File: config.mk
export PLATFORM = sky130hd
export DESIGN_NAME = amm_xfer_sequencer_flat
export DESIGN_NICKNAME = d
export VERILOG_FILES = /design/src/rtl/amm_xfer_sequencer_if.sv /design/src/rtl/amm_xfer_sequencer.sv /design/src/flat_wrapper.sv
export SDC_FILE = /design/constraint.sdc
export NUM_CORES = 1
export LEC_CHECK = 0
export ABC_CLOCK_PERIOD_IN_PS = 14160
export BUFFER_PORTS_ARGS = -buffer_cell sky130_fd_sc_hd__buf_4
export CAP_MARGIN = 20
export CORE_ASPECT_RATIO = 1.75
export CORE_MARGIN = 5
export CORE_UTILIZATION = 55
export DETAILED_ROUTE_END_ITERATION = 7
export GPL_TIMING_DRIVEN = 0
export PLACE_DENSITY = 0.86
export SETUP_SLACK_MARGIN = 0.3
export SLEW_MARGIN = 20
export SYNTH_ARGS = -nofsm -noshare
export SYNTH_HDL_FRONTEND = slang
export SYNTH_SLANG_ARGS = --single-unit
export TNS_END_PERCENT = 50
File: constraint.sdc
create_clock -name clk -period 14.16 [get_ports clk]
set_input_delay 2.832 -clock clk [delete_from_list [all_inputs] [get_ports clk]]
set_output_delay 2.832 -clock clk [all_outputs]
set_load 0.005 [all_outputs]
File: src/rtl/amm_xfer_sequencer_if.sv
`default_nettype none
// ============================================================================
// Module      : amm_xfer_sequencer_if
// Description : Command, user-stream, master-control and status signals of the
//               Avalon-MM transfer sequencer, bundled for port connection.
// Revision    : 1.0 - initial release
// ============================================================================
interface amm_xfer_sequencer_if #(
    parameter int ADDRESSWIDTH = 28,
    parameter int DATAWIDTH    = 32,
    parameter int CNTWIDTH     = 16
);
    logic                    cmd_valid;
    logic                    cmd_ready;
    logic [1:0]              cmd_op;
    logic [ADDRESSWIDTH-1:0] cmd_src;
    logic [ADDRESSWIDTH-1:0] cmd_dst;
    logic [CNTWIDTH-1:0]     cmd_words;
    logic                    cmd_fixed;

    logic                    wdata_valid;
    logic                    wdata_ready;
    logic [DATAWIDTH-1:0]    wdata;
    logic                    rdata_valid;
    logic                    rdata_ready;
    logic [DATAWIDTH-1:0]    rdata;

    logic                    rd_fixed_location;
    logic                    rd_go;
    logic                    rd_read_buffer;
    logic [ADDRESSWIDTH-1:0] rd_base;
    logic [ADDRESSWIDTH-1:0] rd_length;
    logic                    rd_done;
    logic                    rd_data_available;
    logic [DATAWIDTH-1:0]    rd_buffer_data;

    logic                    wr_fixed_location;
    logic                    wr_go;
    logic                    wr_write_buffer;
    logic [ADDRESSWIDTH-1:0] wr_base;
    logic [ADDRESSWIDTH-1:0] wr_length;
    logic [DATAWIDTH-1:0]    wr_buffer_data;
    logic                    wr_done;
    logic                    wr_buffer_full;

    logic                    busy;
    logic                    xfer_done;
    logic                    xfer_error;
    logic [CNTWIDTH-1:0]     words_moved;

    // Sequencer side
    modport slave (
        input  cmd_valid, cmd_op, cmd_src, cmd_dst, cmd_words, cmd_fixed,
        input  wdata_valid, wdata, rdata_ready,
        input  rd_done, rd_data_available, rd_buffer_data,
        input  wr_done, wr_buffer_full,
        output cmd_ready, wdata_ready, rdata_valid, rdata,
        output rd_fixed_location, rd_go, rd_read_buffer, rd_base, rd_length,
        output wr_fixed_location, wr_go, wr_write_buffer, wr_base, wr_length, wr_buffer_data,
        output busy, xfer_done, xfer_error, words_moved
    );

    // User logic / master pair side
    modport master (
        output cmd_valid, cmd_op, cmd_src, cmd_dst, cmd_words, cmd_fixed,
        output wdata_valid, wdata, rdata_ready,
        output rd_done, rd_data_available, rd_buffer_data,
        output wr_done, wr_buffer_full,
        input  cmd_ready, wdata_ready, rdata_valid, rdata,
        input  rd_fixed_location, rd_go, rd_read_buffer, rd_base, rd_length,
        input  wr_fixed_location, wr_go, wr_write_buffer, wr_base, wr_length, wr_buffer_data,
        input  busy, xfer_done, xfer_error, words_moved
    );
endinterface
`default_nettype wire

File: src/rtl/amm_xfer_sequencer.sv
`default_nettype none
// ============================================================================
// Module      : amm_xfer_sequencer
// Description : READ / WRITE / COPY sequencer for the Avalon-MM read/write
//               master pair, with an internal FIFO between source and sink.
//               Optional macro AMM_XFER_FIXED_EN enables fixed-location mode.
// Revision    : 1.0 - initial release
// ============================================================================
module amm_xfer_sequencer #(
    parameter int ADDRESSWIDTH = 28,
    parameter int DATAWIDTH    = 32,
    parameter int FIFO_DEPTH   = 16,
    parameter int CNTWIDTH     = 16
) (
    input  wire logic              clk,
    input  wire logic              reset,
    amm_xfer_sequencer_if.slave    bus
);
    localparam int c_BPW  = DATAWIDTH / 8;
    localparam int c_PTRW = $clog2(FIFO_DEPTH);

    localparam logic [c_PTRW:0]       c_FULL    = (c_PTRW+1)'(FIFO_DEPTH);
    localparam logic [c_PTRW-1:0]     c_PTR_ONE = c_PTRW'(1);
    localparam logic [c_PTRW:0]       c_CNT_ONE = (c_PTRW+1)'(1);
    localparam logic [CNTWIDTH-1:0]   c_W_ONE   = CNTWIDTH'(1);
    localparam logic [ADDRESSWIDTH-1:0] c_BPW_A = ADDRESSWIDTH'(c_BPW);

    localparam logic [1:0] c_OP_READ  = 2'b00;
    localparam logic [1:0] c_OP_WRITE = 2'b01;
    localparam logic [1:0] c_OP_COPY  = 2'b10;
    localparam logic [1:0] c_OP_RSVD  = 2'b11;

    localparam logic [1:0] c_ST_IDLE   = 2'd0;
    localparam logic [1:0] c_ST_START  = 2'd1;
    localparam logic [1:0] c_ST_RUN    = 2'd2;
    localparam logic [1:0] c_ST_FINISH = 2'd3;

    logic [1:0]              r_state;
    logic [1:0]              r_op;
    logic [CNTWIDTH-1:0]     r_words;
    logic                    r_err;
    logic [ADDRESSWIDTH-1:0] r_rd_base, r_rd_len, r_wr_base, r_wr_len;
    logic                    r_rd_done_seen, r_wr_done_seen;
    logic [CNTWIDTH-1:0]     r_words_moved;
    logic [CNTWIDTH-1:0]     r_pushed;

    logic [DATAWIDTH-1:0]    r_mem [FIFO_DEPTH];
    logic [c_PTRW-1:0]       r_wr_ptr, r_rd_ptr;
    logic [c_PTRW:0]         r_count;

    logic                    w_accept, w_run, w_rd_used, w_wr_used;
    logic                    w_full, w_empty, w_src_room;
    logic                    w_rd_pull, w_wdata_ready, w_push, w_rvalid, w_wr_put, w_pop;
    logic                    w_all_done;
    logic [DATAWIDTH-1:0]    w_push_data;
    logic [ADDRESSWIDTH-1:0] w_len;

    assign w_accept   = (r_state == c_ST_IDLE) && bus.cmd_valid;
    assign w_run      = (r_state == c_ST_RUN);
    assign w_rd_used  = (r_op == c_OP_READ)  || (r_op == c_OP_COPY);
    assign w_wr_used  = (r_op == c_OP_WRITE) || (r_op == c_OP_COPY);
    assign w_full     = (r_count == c_FULL);
    assign w_empty    = (r_count == '0);
    assign w_src_room = (r_pushed != r_words);
    assign w_len      = ADDRESSWIDTH'(bus.cmd_words) * c_BPW_A;

    // Sources look only at the registered full flag, so the sink ready never
    // reaches a master strobe combinationally.
    assign w_rd_pull     = w_run && w_rd_used && bus.rd_data_available && !w_full && w_src_room;
    assign w_wdata_ready = w_run && (r_op == c_OP_WRITE) && !w_full && w_src_room;
    assign w_push        = w_rd_pull || (w_wdata_ready && bus.wdata_valid);
    assign w_push_data   = (r_op == c_OP_WRITE) ? bus.wdata : bus.rd_buffer_data;

    assign w_rvalid   = w_run && (r_op == c_OP_READ) && !w_empty;
    assign w_wr_put   = w_run && w_wr_used && !w_empty && !bus.wr_buffer_full;
    assign w_pop      = (w_rvalid && bus.rdata_ready) || w_wr_put;

    assign w_all_done = (r_words_moved == r_words) && w_empty
                     && (!w_rd_used || r_rd_done_seen)
                     && (!w_wr_used || r_wr_done_seen);

    always_ff @(posedge clk or negedge reset) begin
        if (!reset) begin
            r_state        <= c_ST_IDLE;
            r_op           <= c_OP_READ;
            r_words        <= '0;
            r_err          <= 1'b0;
            r_rd_base      <= '0;
            r_rd_len       <= '0;
            r_wr_base      <= '0;
            r_wr_len       <= '0;
            r_rd_done_seen <= 1'b0;
            r_wr_done_seen <= 1'b0;
            r_words_moved  <= '0;
            r_pushed       <= '0;
        end else begin
            case (r_state)
                c_ST_IDLE: begin
                    if (w_accept) begin
                        r_op      <= bus.cmd_op;
                        r_words   <= bus.cmd_words;
                        r_rd_base <= bus.cmd_src;
                        r_wr_base <= bus.cmd_dst;
                        r_rd_len  <= w_len;
                        r_wr_len  <= w_len;
                        if ((bus.cmd_words == '0) || (bus.cmd_op == c_OP_RSVD)) begin
                            r_err   <= 1'b1;
                            r_state <= c_ST_FINISH;
                        end else begin
                            r_err   <= 1'b0;
                            r_state <= c_ST_START;
                        end
                    end
                end
                c_ST_START:  r_state <= c_ST_RUN;
                c_ST_RUN:    if (w_all_done) r_state <= c_ST_FINISH;
                default:     r_state <= c_ST_IDLE;
            endcase

            if (w_accept) begin
                r_words_moved  <= '0;
                r_pushed       <= '0;
                r_rd_done_seen <= 1'b0;
                r_wr_done_seen <= 1'b0;
            end else begin
                if (w_pop && (r_words_moved != r_words))
                    r_words_moved <= r_words_moved + c_W_ONE;
                if (w_push)
                    r_pushed <= r_pushed + c_W_ONE;
                if (bus.rd_done) r_rd_done_seen <= 1'b1;
                if (bus.wr_done) r_wr_done_seen <= 1'b1;
            end
        end
    end

    always_ff @(posedge clk or negedge reset) begin
        if (!reset) begin
            r_wr_ptr <= '0;
            r_rd_ptr <= '0;
            r_count  <= '0;
        end else begin
            if (w_push) r_wr_ptr <= r_wr_ptr + c_PTR_ONE;
            if (w_pop)  r_rd_ptr <= r_rd_ptr + c_PTR_ONE;
            case ({w_push, w_pop})
                2'b10:   r_count <= r_count + c_CNT_ONE;
                2'b01:   r_count <= r_count - c_CNT_ONE;
                default: r_count <= r_count;
            endcase
        end
    end

    // Storage carries no reset; the pointers alone define what is valid.
    always_ff @(posedge clk) begin
        if (w_push) r_mem[r_wr_ptr] <= w_push_data;
    end

`ifdef AMM_XFER_FIXED_EN
    logic r_fixed;
    always_ff @(posedge clk or negedge reset) begin
        if (!reset)        r_fixed <= 1'b0;
        else if (w_accept) r_fixed <= bus.cmd_fixed;
    end
    assign bus.rd_fixed_location = r_fixed;
    assign bus.wr_fixed_location = r_fixed;
`else
    logic w_unused_fixed;
    assign w_unused_fixed        = bus.cmd_fixed;
    assign bus.rd_fixed_location = 1'b0;
    assign bus.wr_fixed_location = 1'b0;
`endif

    assign bus.cmd_ready      = (r_state == c_ST_IDLE);
    assign bus.busy           = (r_state != c_ST_IDLE);
    assign bus.xfer_done      = (r_state == c_ST_FINISH) && !r_err;
    assign bus.xfer_error     = (r_state == c_ST_FINISH) &&  r_err;
    assign bus.rd_go          = (r_state == c_ST_START) && w_rd_used;
    assign bus.wr_go          = (r_state == c_ST_START) && w_wr_used;
    assign bus.rd_base        = r_rd_base;
    assign bus.rd_length      = r_rd_len;
    assign bus.wr_base        = r_wr_base;
    assign bus.wr_length      = r_wr_len;
    assign bus.rd_read_buffer = w_rd_pull;
    assign bus.wdata_ready    = w_wdata_ready;
    assign bus.rdata_valid    = w_rvalid;
    assign bus.rdata          = r_mem[r_rd_ptr];
    assign bus.wr_write_buffer = w_wr_put;
    assign bus.wr_buffer_data = r_mem[r_rd_ptr];
    assign bus.words_moved    = r_words_moved;

endmodule
`default_nettype wire

File: src/flat_wrapper.sv
// flat-port wrapper written by rule: the top's interface ports become plain ports
module amm_xfer_sequencer_flat 
#(
    parameter int ADDRESSWIDTH = 28,
    parameter int DATAWIDTH    = 32,
    parameter int FIFO_DEPTH   = 16,
    parameter int CNTWIDTH     = 16
)
  (clk, reset, bus_cmd_valid, bus_cmd_op, bus_cmd_src, bus_cmd_dst, bus_cmd_words, bus_cmd_fixed, bus_wdata_valid, bus_wdata, bus_rdata_ready, bus_rd_done, bus_rd_data_available, bus_rd_buffer_data, bus_wr_done, bus_wr_buffer_full, bus_cmd_ready, bus_wdata_ready, bus_rdata_valid, bus_rdata, bus_rd_fixed_location, bus_rd_go, bus_rd_read_buffer, bus_rd_base, bus_rd_length, bus_wr_fixed_location, bus_wr_go, bus_wr_write_buffer, bus_wr_base, bus_wr_length, bus_wr_buffer_data, bus_busy, bus_xfer_done, bus_xfer_error, bus_words_moved);
  amm_xfer_sequencer_if #(.ADDRESSWIDTH(ADDRESSWIDTH), .DATAWIDTH(DATAWIDTH), .CNTWIDTH(CNTWIDTH)) bus_i ();
  input  wire logic clk;
  input  wire logic reset;
  input wire logic [$bits(bus_i.cmd_valid)-1:0] bus_cmd_valid;
  input wire logic [$bits(bus_i.cmd_op)-1:0] bus_cmd_op;
  input wire logic [$bits(bus_i.cmd_src)-1:0] bus_cmd_src;
  input wire logic [$bits(bus_i.cmd_dst)-1:0] bus_cmd_dst;
  input wire logic [$bits(bus_i.cmd_words)-1:0] bus_cmd_words;
  input wire logic [$bits(bus_i.cmd_fixed)-1:0] bus_cmd_fixed;
  input wire logic [$bits(bus_i.wdata_valid)-1:0] bus_wdata_valid;
  input wire logic [$bits(bus_i.wdata)-1:0] bus_wdata;
  input wire logic [$bits(bus_i.rdata_ready)-1:0] bus_rdata_ready;
  input wire logic [$bits(bus_i.rd_done)-1:0] bus_rd_done;
  input wire logic [$bits(bus_i.rd_data_available)-1:0] bus_rd_data_available;
  input wire logic [$bits(bus_i.rd_buffer_data)-1:0] bus_rd_buffer_data;
  input wire logic [$bits(bus_i.wr_done)-1:0] bus_wr_done;
  input wire logic [$bits(bus_i.wr_buffer_full)-1:0] bus_wr_buffer_full;
  output wire logic [$bits(bus_i.cmd_ready)-1:0] bus_cmd_ready;
  output wire logic [$bits(bus_i.wdata_ready)-1:0] bus_wdata_ready;
  output wire logic [$bits(bus_i.rdata_valid)-1:0] bus_rdata_valid;
  output wire logic [$bits(bus_i.rdata)-1:0] bus_rdata;
  output wire logic [$bits(bus_i.rd_fixed_location)-1:0] bus_rd_fixed_location;
  output wire logic [$bits(bus_i.rd_go)-1:0] bus_rd_go;
  output wire logic [$bits(bus_i.rd_read_buffer)-1:0] bus_rd_read_buffer;
  output wire logic [$bits(bus_i.rd_base)-1:0] bus_rd_base;
  output wire logic [$bits(bus_i.rd_length)-1:0] bus_rd_length;
  output wire logic [$bits(bus_i.wr_fixed_location)-1:0] bus_wr_fixed_location;
  output wire logic [$bits(bus_i.wr_go)-1:0] bus_wr_go;
  output wire logic [$bits(bus_i.wr_write_buffer)-1:0] bus_wr_write_buffer;
  output wire logic [$bits(bus_i.wr_base)-1:0] bus_wr_base;
  output wire logic [$bits(bus_i.wr_length)-1:0] bus_wr_length;
  output wire logic [$bits(bus_i.wr_buffer_data)-1:0] bus_wr_buffer_data;
  output wire logic [$bits(bus_i.busy)-1:0] bus_busy;
  output wire logic [$bits(bus_i.xfer_done)-1:0] bus_xfer_done;
  output wire logic [$bits(bus_i.xfer_error)-1:0] bus_xfer_error;
  output wire logic [$bits(bus_i.words_moved)-1:0] bus_words_moved;
  assign bus_i.cmd_valid = bus_cmd_valid;
  assign bus_i.cmd_op = bus_cmd_op;
  assign bus_i.cmd_src = bus_cmd_src;
  assign bus_i.cmd_dst = bus_cmd_dst;
  assign bus_i.cmd_words = bus_cmd_words;
  assign bus_i.cmd_fixed = bus_cmd_fixed;
  assign bus_i.wdata_valid = bus_wdata_valid;
  assign bus_i.wdata = bus_wdata;
  assign bus_i.rdata_ready = bus_rdata_ready;
  assign bus_i.rd_done = bus_rd_done;
  assign bus_i.rd_data_available = bus_rd_data_available;
  assign bus_i.rd_buffer_data = bus_rd_buffer_data;
  assign bus_i.wr_done = bus_wr_done;
  assign bus_i.wr_buffer_full = bus_wr_buffer_full;
  assign bus_cmd_ready = bus_i.cmd_ready;
  assign bus_wdata_ready = bus_i.wdata_ready;
  assign bus_rdata_valid = bus_i.rdata_valid;
  assign bus_rdata = bus_i.rdata;
  assign bus_rd_fixed_location = bus_i.rd_fixed_location;
  assign bus_rd_go = bus_i.rd_go;
  assign bus_rd_read_buffer = bus_i.rd_read_buffer;
  assign bus_rd_base = bus_i.rd_base;
  assign bus_rd_length = bus_i.rd_length;
  assign bus_wr_fixed_location = bus_i.wr_fixed_location;
  assign bus_wr_go = bus_i.wr_go;
  assign bus_wr_write_buffer = bus_i.wr_write_buffer;
  assign bus_wr_base = bus_i.wr_base;
  assign bus_wr_length = bus_i.wr_length;
  assign bus_wr_buffer_data = bus_i.wr_buffer_data;
  assign bus_busy = bus_i.busy;
  assign bus_xfer_done = bus_i.xfer_done;
  assign bus_xfer_error = bus_i.xfer_error;
  assign bus_words_moved = bus_i.words_moved;
  amm_xfer_sequencer #(.ADDRESSWIDTH(ADDRESSWIDTH), .DATAWIDTH(DATAWIDTH), .FIFO_DEPTH(FIFO_DEPTH), .CNTWIDTH(CNTWIDTH)) u_core (.clk(clk), .reset(reset), .bus(bus_i));
endmodule
# After elaboration in Yosys (flattened, before gate mapping)
# Memory sizes are Yosys's and may differ from the RTL's.
# Cells that the tools add are included.
# Widths: inputs -> output; s select.
# totals
mem_bits_rw,512
mem_count,1
register_bits,124
out_inout_bits,204
# mem_list
memory,words,word_bits,rd,rd_ports_with_merged_regs,wr,line_no,source
u_core.r_mem,16,32,1,0,1,amm_xfer_sequencer.sv:47,logic [DATAWIDTH-1:0] r_mem [FIFO_DEPTH];
# op_classes
n_mux,17
n_reduce_logical,48
add_sub_neg,6
eq_ne,14
# ops
cell,n
$mux 16,4
$add 16x1->16 const B,2
$mux 32,1
$ne 16x16->1,2
$logic_and 1x1->1,23
$eq 16x16->1,1
$logic_not 16->1,1
$reduce_bool 2->1,6
$eq 2x2->1 const B,5
$pmux 5 s2,1
$add 4x1->4 const B,2
$logic_or 1x1->1,7
$mux 1,7
$eq 2x1->1 const B,3
$logic_not 1->1,6
$mux 2,3
$pmux 2 s3,1
$add 5x1->5 const B,1
$eq 5x5->1 const B,1
$logic_not 5->1,1
$sub 5x1->5 const B,1
$logic_not 2->1,2
$reduce_and 2->1,2
$ne 2x1->1 const B,1
$ne 2x2->1 const B,1

# Logic depth before layout (Yosys ltp)
# logic_depth
word_depth,9
depth_mapped,15
ltp_nobuf,14

# Worst setup path before layout
# OpenSTA, ideal clock, no wires.
# synth_path
path_type,input -> register
from,input port bus_rd_data_available
to,"memory u_core.r_mem[0][0], enable pin"
setup_slack_ns,6.796
arrival_ns,6.851
cell_stages,6
path_buffers,0
cell_sequence,o21ai_1 nand2_1 nand2_1 nor2_1 inv_2 nor4b_1
# synth_between
elab_chain_len,6
# synth_lines
element,line_no,source
start: declaration,flat_wrapper.sv:23,input wire logic [$bits(bus_i.rd_data_available)-1:0] bus_rd_data_available;
$logic_and 1x1->1 (3 in series),amm_xfer_sequencer.sv:69,assign w_rd_pull = w_run && w_rd_used && bus.rd_data_available && !w_full && w_src_room;
$logic_or 1x1->1,amm_xfer_sequencer.sv:71,assign w_push = w_rd_pull || (w_wdata_ready && bus.wdata_valid);
$mux 1,amm_xfer_sequencer.sv:154,if (w_push) r_mem[r_wr_ptr] <= w_push_data;
$mux 1 (not written as such),amm_xfer_sequencer.sv:154,
end: declaration,amm_xfer_sequencer.sv:47,
# No other way between the ends.

# Worst setup path after layout
# layout_path
from,register u_core.r_rd_ptr[1]
to,output port bus_wr_buffer_data[30]
# layout_between
elab_chain_len,1
# layout_lines
element,line_no,source
start: declaration,amm_xfer_sequencer.sv:48,"logic [c_PTRW-1:0] r_wr_ptr, r_rd_ptr;"
start signal: assignment,amm_xfer_sequencer.sv:143,if (w_pop) r_rd_ptr <= r_rd_ptr + c_PTR_ONE;
$mem_v2 16x32,-,
end: declaration,flat_wrapper.sv:41,output wire logic [$bits(bus_i.wr_buffer_data)-1:0] bus_wr_buffer_data;
# No other way between the ends.

==> results.md <==
* Avg Inst Size Synth at 17.3 um2
* Tcrit/Tclk final at 45.4%
* Lkg Pwr at 11.9 nW
* Setup crit start: u_core.r_rd_ptr[1]$_DFFE_PN0P_
* Vias/cell at 6.14
* Share of layout cells above drive strength 1 at 37.9%
* Die Y at 300 um
* Met3 Use GR at 5.35%
* Post-synth top area cell: edfxtp_1
* PD cells at 186 nW/um2
* Setup Buffers After CTS at 0
* Worst VDD drop at 120 uV
* Worst path max stage delay at 740 ps
* Critical Path AT at 3600 ps
* CTS sink count at 636
* First-pass GRT wire length at 109 mm
* Slew Limit Fails at 0
* Maximum clock rate at 156 MHz
* Unrepaired setup endpoints after global routing: false
* Fin crit period at 6430 ps
* Status: finished, final reports clean
* Total Nets Final at 2,133
* Area growth, synth to finish at 20.9%
* Synth cell types at 61
* Number of synthesized flops with an enable pin at 512
* Top cell type's share of synthesized area at 58.2%
* Async SR Flop Fraction at 19.5%
* CTS Hold Buffers Added at 0
* RR Startpoint: u_core.r_op[1]$_DFFE_PN0P_
* Vias in the first global route at 17.3k
* Hpwl dp at 50.2 mm
* Met2 Usage GRT at 51.2%
* Clock Pin Slew Worst Setup and Hold Paths at 70 ps
* Cells after Synth at 1,527
* # Max-Cap Violations at 0
* Total track usage at 27.9%
* WP data required at 11,330 ps
* DRC viols at 0
* Worst slew margin at 23.7%
* Hold Violations, Final at 0
* Worst hold start: u_core.bus.wr_base[19]$_DFFE_PN0P_
* Bufs on Longest Clock Path at 3
* Max FO, Critical Path at 10
* Post-synth top cells: edfxtp_1, nand2_1, mux4_2, dfrtp_1, buf_4
* Port-buffer cells at 324
* Seq/Total Area, Yosys at 70.0%
* Cell Area, Synth at 26,400 um2
* Post-route ant nets at 0
* Clock root cell: clkbuf_16
* Worst slew pin tran at 1140 ps
* Post-synthesis sequential element count at 636
* Starting density of the core at 55.5%
* Io pins at 352
* Critical path class: reg2out
* Num CTS Buffers at 54
* Syn. warnings at 0
* Diode count at 0
* Synth Flop Type: edfxtp_1
* Gr busiest metal: met2
* Largest net degree at the start of global routing at 86
* Hold WC Path Type: reg2reg
* # rows at 106
* Clock Skew at 34.5 ps
* Crit-path cells: clkbuf_1 -> clkbuf_1 -> mux4_2 -> mux4_2 -> buf_4 -> buf_4
* H-tree depth at 2
* Initial antenna violation count at 0
* Final setup fails at 0
* Total Neg Setup Slack at 0 ps
* DRT iter0 DRCs at 1,651
* Most numerous cell in the Yosys netlist: edfxtp_1
* Later-pin clock latency in the skew report at 620 ps
* CP Capture Type: primary output
* Full die area at 52,700 um2
* Fin cells at 2,605
* Chip width at 176 um
* Core Region at 47,600 um2
* Crit-path slowest cell: clkbuf_1
* GP Congestion at 0.933
* Via count at 16.0k
* CTS resizes at 0
* CTS tree: yes
* Total Wirelength at 73.5 mm
* Avg WL per Cell at 28.2 um
* Top post-synthesis cells by area: edfxtp_1, mux4_2, dfrtp_1
* Detailed Routing Iterations Pass 1 at 5
* Placed cell count at 2,504
* Grt met1 use at 31.2%
* GR Overflow Total at 0
* Crit path launch type: register
## per-layer routing
layer  part of all wire (%)  wire [um]
met5                      0          0
met2                     55      40200
met4                    5.2       3850
met3                    7.8       5720
met1                     32      23800
## area by class of cell
cell class	count	area [um2]
sequential	636	18500
fill	3019	15700
multi-input combinational	753	7100
timing repair buffer	358	2880
clock buffer	65	1430
buffer	149	938
tap	594	743
clock inverter	36	293
inverter	14	52.6
## registers in the layout (all words and copies together) (netlist names)
register                count
u_core.r_mem              512
u_core.r_wr_ptr             4
u_core.r_op                 2
u_core.r_pushed            16
u_core.bus.rd_base         28
u_core.r_rd_done_seen       1
u_core.r_err                1
u_core.r_rd_ptr             4
u_core.r_state              2
u_core.bus.words_moved     16
u_core.r_count              5
u_core.r_words             16
u_core.r_wr_done_seen       1
u_core.bus.wr_base         28
## stage by stage
step                setup slack (ps)  cell area [um2]  util, %  total power [W]  hold WS [ps]
global placement                2510            29700     62.3          0.00441           462
detailed placement              7890            30200     63.4          0.00450           464
global route                    7710            31900     67.0          0.00619           504
floorplan                       6800            26500        -          0.00360           452
finish                          7730            31900     67.0          0.00593           479
CTS                             7740            31900     67.0          0.00597           481
## cells in the final DEF, fill, tap and decap left out, types with 6 or more instances in the layout
cell type / instances
a21oi_1: 28
and2_1: 7
and3_1: 8
and3_2: 6
buf_1: 10
buf_12: 8
buf_2: 15
buf_4: 420
buf_6: 8
clkbuf_1: 46
clkbuf_16: 55
clkinv_1: 12
clkinv_2: 10
conb_1: 26
dfrtp_1: 124
edfxtp_1: 512
ha_1: 18
inv_1: 11
mux2_2: 33
mux4_2: 160
nand2_1: 248
nand3_1: 14
nand4_1: 23
nor2_1: 13
nor2b_1: 6
o21ai_0: 21
o21ai_1: 6
or3_1: 19
or4_1: 9
xnor2_1: 39
## worst paths after layout
kind                                                           to  slack [ps]  depth (start not counted)
setup / recovery                           bus_wr_buffer_data[30]        7730                          6
hold / removal                 u_core.bus.wr_base[19]$_DFFE_PN0P_         480                          2
setup reg to reg                     u_core.r_mem[3][5]$_DFFE_PP_        9940                         11
hold reg to reg                u_core.bus.wr_base[19]$_DFFE_PN0P_         480                          2
max in group asynchronous  u_core.bus.words_moved[13]$_DFFE_PN0P_       11280                          2
min in group asynchronous       u_core.bus.rd_base[1]$_DFFE_PN0P_        2120                          1
## power by group
part / switching, W / leakage, nW / internal [W] / total [W]
Sequential: 0.000155 / 6.19 / 0.00228 / 0.00243
Clock: 0.000692 / 0.832 / 0.000768 / 0.00146
Combinational: 0.00101 / 4.87 / 0.00104 / 0.00204
Total: 0.00185 / 11.9 / 0.00408 / 0.00593
## kinds of logic after synthesis
group / count (synthesis) / share of synthesized area (%)
fa+ha+maj: 19 / 0.929
xor+xnor: 43 / 1.43
buf+inv: 163 / 3.75
flops: 636 / 70.0
mux: 196 / 15.2
simple gates: 387 / 6.82
compound gates: 82 / 1.92
other cells: 1 / 0.0142
## critical path, delay by kind of cell, from the launching register on
family                 cells  cell delay (ps)
buffers and inverters      4             1500
DFF                        1              480
muxes                      2              990
(Power assumes the default switching activity.)
